[config.mk]
export PLATFORM = sky130hd
export DESIGN_NAME = bin2bcd_seq
export DESIGN_NICKNAME = d
export VERILOG_FILES = /design/src/rtl/bin2bcd_seq.sv
export SDC_FILE = /design/constraint.sdc
export NUM_CORES = 1
export LEC_CHECK = 0
export CORE_ASPECT_RATIO = 1.4
export CORE_MARGIN = 5
export CORE_UTILIZATION = 46
export CTS_CLUSTER_DIAMETER = 40
export DETAILED_ROUTE_END_ITERATION = 10
export PLACE_DENSITY_LB_ADDON = 0.1
export SLEW_MARGIN = 20
export SYNTH_ARGS = -nofsm -noshare
export SYNTH_HDL_FRONTEND = slang
export SYNTH_SLANG_ARGS = --single-unit
export TNS_END_PERCENT = 100
[constraint.sdc]
create_clock -name clk -period 1.5 [get_ports clk]
set_input_delay 0.45 -clock clk [delete_from_list [all_inputs] [get_ports clk]]
set_output_delay 0.45 -clock clk [all_outputs]
set_load 0.02 [all_outputs]
[src/rtl/bin2bcd_seq.sv]
`default_nettype none
// ============================================================================
//  Module      : bin2bcd_seq
//  Description : Sequential binary-to-BCD converter (shift-and-add-3), one
//                input bit per clock, valid/ready on both sides.
//  Revision    : 1.0 - initial release
// ============================================================================
module bin2bcd_seq #(
  parameter int BIN_W  = 8,
  parameter int DIGITS = 3
) (
  input  logic                  clk,
  input  logic                  nrst,
  input  logic                  in_valid,
  output logic                  in_ready,
  input  logic [BIN_W-1:0]      bin_in,
  output logic                  out_valid,
  input  logic                  out_ready,
  output logic [4*DIGITS-1:0]   bcd_out,
  output logic                  ovf
);

  localparam int ACC_W = 4 * DIGITS;
  localparam int CNT_W = $clog2(BIN_W + 1);

  localparam logic [1:0] S_IDLE  = 2'd0;
  localparam logic [1:0] S_SHIFT = 2'd1;
  localparam logic [1:0] S_DONE  = 2'd2;

  logic [1:0]       state_q, state_d;
  logic [BIN_W-1:0] bin_q, bin_d;
  logic [ACC_W-1:0] acc_q, acc_d;
  logic             ovf_q, ovf_d;
  logic [CNT_W-1:0] cnt_q, cnt_d;

  logic [ACC_W-1:0] adj;
  logic             accept;
  logic             last_shift;

  assign accept     = (state_q == S_IDLE) && in_valid;
  assign last_shift = (cnt_q == CNT_W'(1));

  // Add-3 correction on every digit in parallel ahead of the shift.
  generate
    for (genvar k = 0; k < DIGITS; k++) begin : g_adj
      assign adj[4*k +: 4] = (acc_q[4*k +: 4] >= 4'd5) ? (acc_q[4*k +: 4] + 4'd3)
                                                       : acc_q[4*k +: 4];
    end
  endgenerate

  // State register
  always_ff @(posedge clk or negedge nrst) begin
    if (!nrst) begin
      state_q <= S_IDLE;
    end else begin
      state_q <= state_d;
    end
  end

  // Next-state logic
  always_comb begin
    state_d = state_q;
    case (state_q)
      S_IDLE:  if (accept)     state_d = S_SHIFT;
      S_SHIFT: if (last_shift) state_d = S_DONE;
      S_DONE:  if (out_ready)  state_d = S_IDLE;
      default:                 state_d = S_IDLE;
    endcase
  end

  // Output logic
  always_comb begin
    in_ready  = (state_q == S_IDLE);
    out_valid = (state_q == S_DONE);
    bcd_out   = acc_q;
    ovf       = ovf_q;
  end

  // Datapath next-state; the bit leaving the top digit is worth 10^DIGITS.
  always_comb begin
    bin_d = bin_q;
    acc_d = acc_q;
    ovf_d = ovf_q;
    cnt_d = cnt_q;
    if (accept) begin
      bin_d = bin_in;
      acc_d = '0;
      ovf_d = 1'b0;
      cnt_d = CNT_W'(BIN_W);
    end else if (state_q == S_SHIFT) begin
      acc_d = {adj[ACC_W-2:0], bin_q[BIN_W-1]};
      ovf_d = ovf_q | adj[ACC_W-1];
      bin_d = bin_q << 1;
      cnt_d = cnt_q - CNT_W'(1);
    end
  end

  always_ff @(posedge clk or negedge nrst) begin
    if (!nrst) begin
      bin_q <= '0;
      acc_q <= '0;
      ovf_q <= 1'b0;
      cnt_q <= '0;
    end else begin
      bin_q <= bin_d;
      acc_q <= acc_d;
      ovf_q <= ovf_d;
      cnt_q <= cnt_d;
    end
  end

endmodule
`default_nettype wire

==> impl_metrics.tcl <==
set metrics [dict create \
    timing.slew.headroom_pct 79.2 \
    ys.warnings.count 0 \
    track_usage_pct 14.2 \
    synthesized_netlist_net_count 160 \
    syn_inst 140 \
    drt-vias-per-instance 4.96 \
    clock_latency_ns 0.27 \
    areaGrowthSynthToFinish_pct 33.7 \
    tightestPinTransition_ns 0.312 \
    crit_chain "and2b_1 > buf_6" \
    hold_path.startpoint "ovf" \
    finalSetupViolations 0 \
    yosys.area_share.adder_pct 6.99 \
    post_synth_instance_area_mm2 0.00143 \
    crit_buf_inv 1 \
    core_area_mm2 0.00306 \
    grt_start_max_net_pins 28 \
    number_of_buffers_inserted_during_clock_tree_synthesis 3 \
    yosys-top-cells-area "sky130_fd_sc_hd__dfrtp_1 47%, sky130_fd_sc_hd__nand2_1 7.1%, sky130_fd_sc_hd__ha_1 7.0%" \
    synth-compound-area-share_pct 14.9 \
    first_pass_grt_wire_length_um 5020 \
    crit_required_ns 1.05 \
    maxCapViolCount 0 \
    post_cts_hold_buffer_count 0 \
    design.final.nets 207 \
    layoutNonFillerInstCount 225 \
    finalHoldWorstSlack_ns 0.486 \
    layout_min_cycle_time_ns 1.48 \
    worst_hold_path.num_cells 2 \
    average_routed_wire_per_standard_cell_um 12.5 \
    drt.antenna.violating_nets 0 \
    drt-pass1-iter-count 4 \
    number_of_vias_after_detailed_routing 1115 \
    cts_root_buf "sky130_fd_sc_hd__clkbuf_8" \
    power_per_cell_area_mw_per_mm2 2150 \
    regToRegStartpoint "bcd_out[9]" \
    post_dp_cell_area_mm2 0.00182 \
    yosys.area.top_type "sky130_fd_sc_hd__dfrtp_1" \
    power_leakage_nw 0.924 \
    worst_case_vdd_ir_drop_mv 1.19 \
    cp_slowest_cell "sky130_fd_sc_hd__dfrtp_1" \
    synth_xor_xnor_area_share_pct 4.28 \
    yosys.cell_types.count 29 \
    cts.sink_count 27 \
    yosys_register_bits 27 \
    clkSlewWorstSetupHoldPaths_ns 0.09 \
    worst_ep_arrival_time_ns 1.03 \
    startpoint "state_q[0]" \
    dieWidth_um 57.1 \
    initial_util_pct 46.7 \
    worstHoldPathType "flip-flop to flip-flop" \
    nFillCells 280 \
    synth.yosys.seq_area_share_pct 47.2 \
    drt_iter0_drc 18 \
    port_buffers 26 \
    setup.worst_path.start_class "flip-flop" \
    synthSimpleGateAreaFrac_pct 18.4 \
    timing.final.hold_violations 0 \
    stages_on_worst_setup_path 2 \
    chipHeight_um 76 \
    die-area_mm2 0.00434 \
    power_mw 4.11 \
    routed_wirelength_um 2810 \
    post_synth.cell_area_avg_um2 10.2 \
    drt_drc_violations_left 0 \
    critPathKind "flip-flop to output port" \
    period_share_pct 98.9 \
    main_combinational_cell_family_by_area_after_synthesis "simple AND/OR/NAND/NOR gates" \
    gp_congestion 0.730 \
    rsz0062_at_grt "yes" \
    mux_share_of_post_synthesis_cell_area_pct 2.10 \
    reg2reg_depth 6 \
    first_global_vias 1200 \
    max_clock_freq_mhz 674 \
    crit_path_max_incr_delay_ns 0.41 \
    run_status "finished, final reports clean" \
    critical_path_peak_fanout 3 \
    final_area_mm2 0.00191 \
    path_delay_family "flip-flops" \
    final.setup.tns_ns 0 \
    total_inserted_antenna_cells 0 \
    dp_hpwl_um 2080 \
    fraction_of_final_layout_cells_sized_beyond_drive_strength_1_pct 25.8 \
    io_pins 27 \
    synth.top_cell.area_share_pct 47.2 \
    rows 24 \
    clock_path_buffers 2 \
    final-max-slew-violation-count 0 \
    cts_tree "done" \
    number_of_antenna_violations_at_the_first_check_in_global_routing 0 \
    critPathCaptureType "output port" \
    numPlacedInstances 215 \
    clock_tree.htree_level_count 1 \
    timing.clock.skew_ns 0.00354 \
    overflow 0 \
]
==> tightest hold or removal path: stages (launching register included) <==
cell and delay [ns]:
sky130_fd_sc_hd__dfrtp_1 0.35, sky130_fd_sc_hd__nand2_1 0.05, sky130_fd_sc_hd__o31ai_1 0.05
==> final cells by class <==
cell class	instances	area, µm²	area share (%)
multi-input cells	99	694	36.3
flip-flops and latches	27	677	35.4
repair buffers	47	410	21.5
well taps	39	48.8	2.55
clock buffers	3	41.3	2.16
inverters	9	33.8	1.77
clock inverters	1	7.51	0.392
==> worst paths after layout <==
kind                            slack (ns)     endpoint
worst min register to register        0.49          ovf
max in group asynchronous             0.81   bcd_out[8]
worst max register to register        0.05  bcd_out[10]
worst max-delay path                  0.02    out_valid
worst min-delay path                  0.49          ovf
min in group asynchronous             0.53     cnt_q[3]
==> cells in the final DEF (no fill, tap or decap), drive strengths merged, types with 7 or more instances in the layout <==
cell           instances
nand2                 30
buf                   23
a22oi                  7
dfrtp                 27
dlygate4sd2            8
inv                    9
clkdlybuf4s50         11
o21ai                 14
ha                     8
==> cell families after synthesis <==
family,after synthesis
xor gates and xnor gates,7
DFF,27
and+or+nand+nor,49
muxes,3
buffers and inverters,14
AOI/OAI and AO/OA,32
adders and majority gates,8
==> synthesized netlist by cell type (all sizes together) <==
master and count:
nor3b 2, nor4 1, nand3 5, buf 5, nor3 3, o21ai 14
nor2b 1, inv 9, mux2i 3, a21oi 3, xor2 3, and2b 1
xnor2 4, ha 8, nand2 30, nand2b 4, dfrtp 27, nor2 2
a22oi 7, o31ai 4, a22o 4
==> flip-flops by register name, summed over array words and instances, names as in the netlist <==
signal,flops
bcd_out,12
cnt_q,4
state_q,2
ovf,1
bin_q,8
==> timing repair <==
item	CTS	global route
gates resized for setup	25	18
setup endpoints to repair	16	16
pin swaps	0	3
buffers inserted	0	6
cloned	0	0
==> where the power goes <==
group / switching, mW / total (mW) / internal (mW)
clock network: 0.230 / 0.418 / 0.188
registers: 0.233 / 1.29 / 1.05
logic: 1.31 / 2.41 / 1.10
total: 1.77 / 4.11 / 2.35
==> metrics by stage <==
| step | utilization [%] | setup WS [ns] |
|---|---|---|
| 6_report | 62.5 | 0.0158 |
| 5_1_grt | 62.5 | -0.0686 |
| 4_1_cts | 60.3 | 0.000310 |
| 3_5_place_dp | 59.3 | -0.243 |
| 3_3_place_gp | 59.3 | -0.223 |
| 2_1_floorplan | - | 0.0263 |
==> per-layer routing <==
metal	vias to the layer above	GRT usage (%)	share of wire, %
met1	526	16.3	41
met3	2	2.37	3.7
met2	20	25.7	54
li1	567	-	-
met5	-	0	0
met4	0	4.87	0.82
Note: power is estimated with default switching activity, not from simulation.
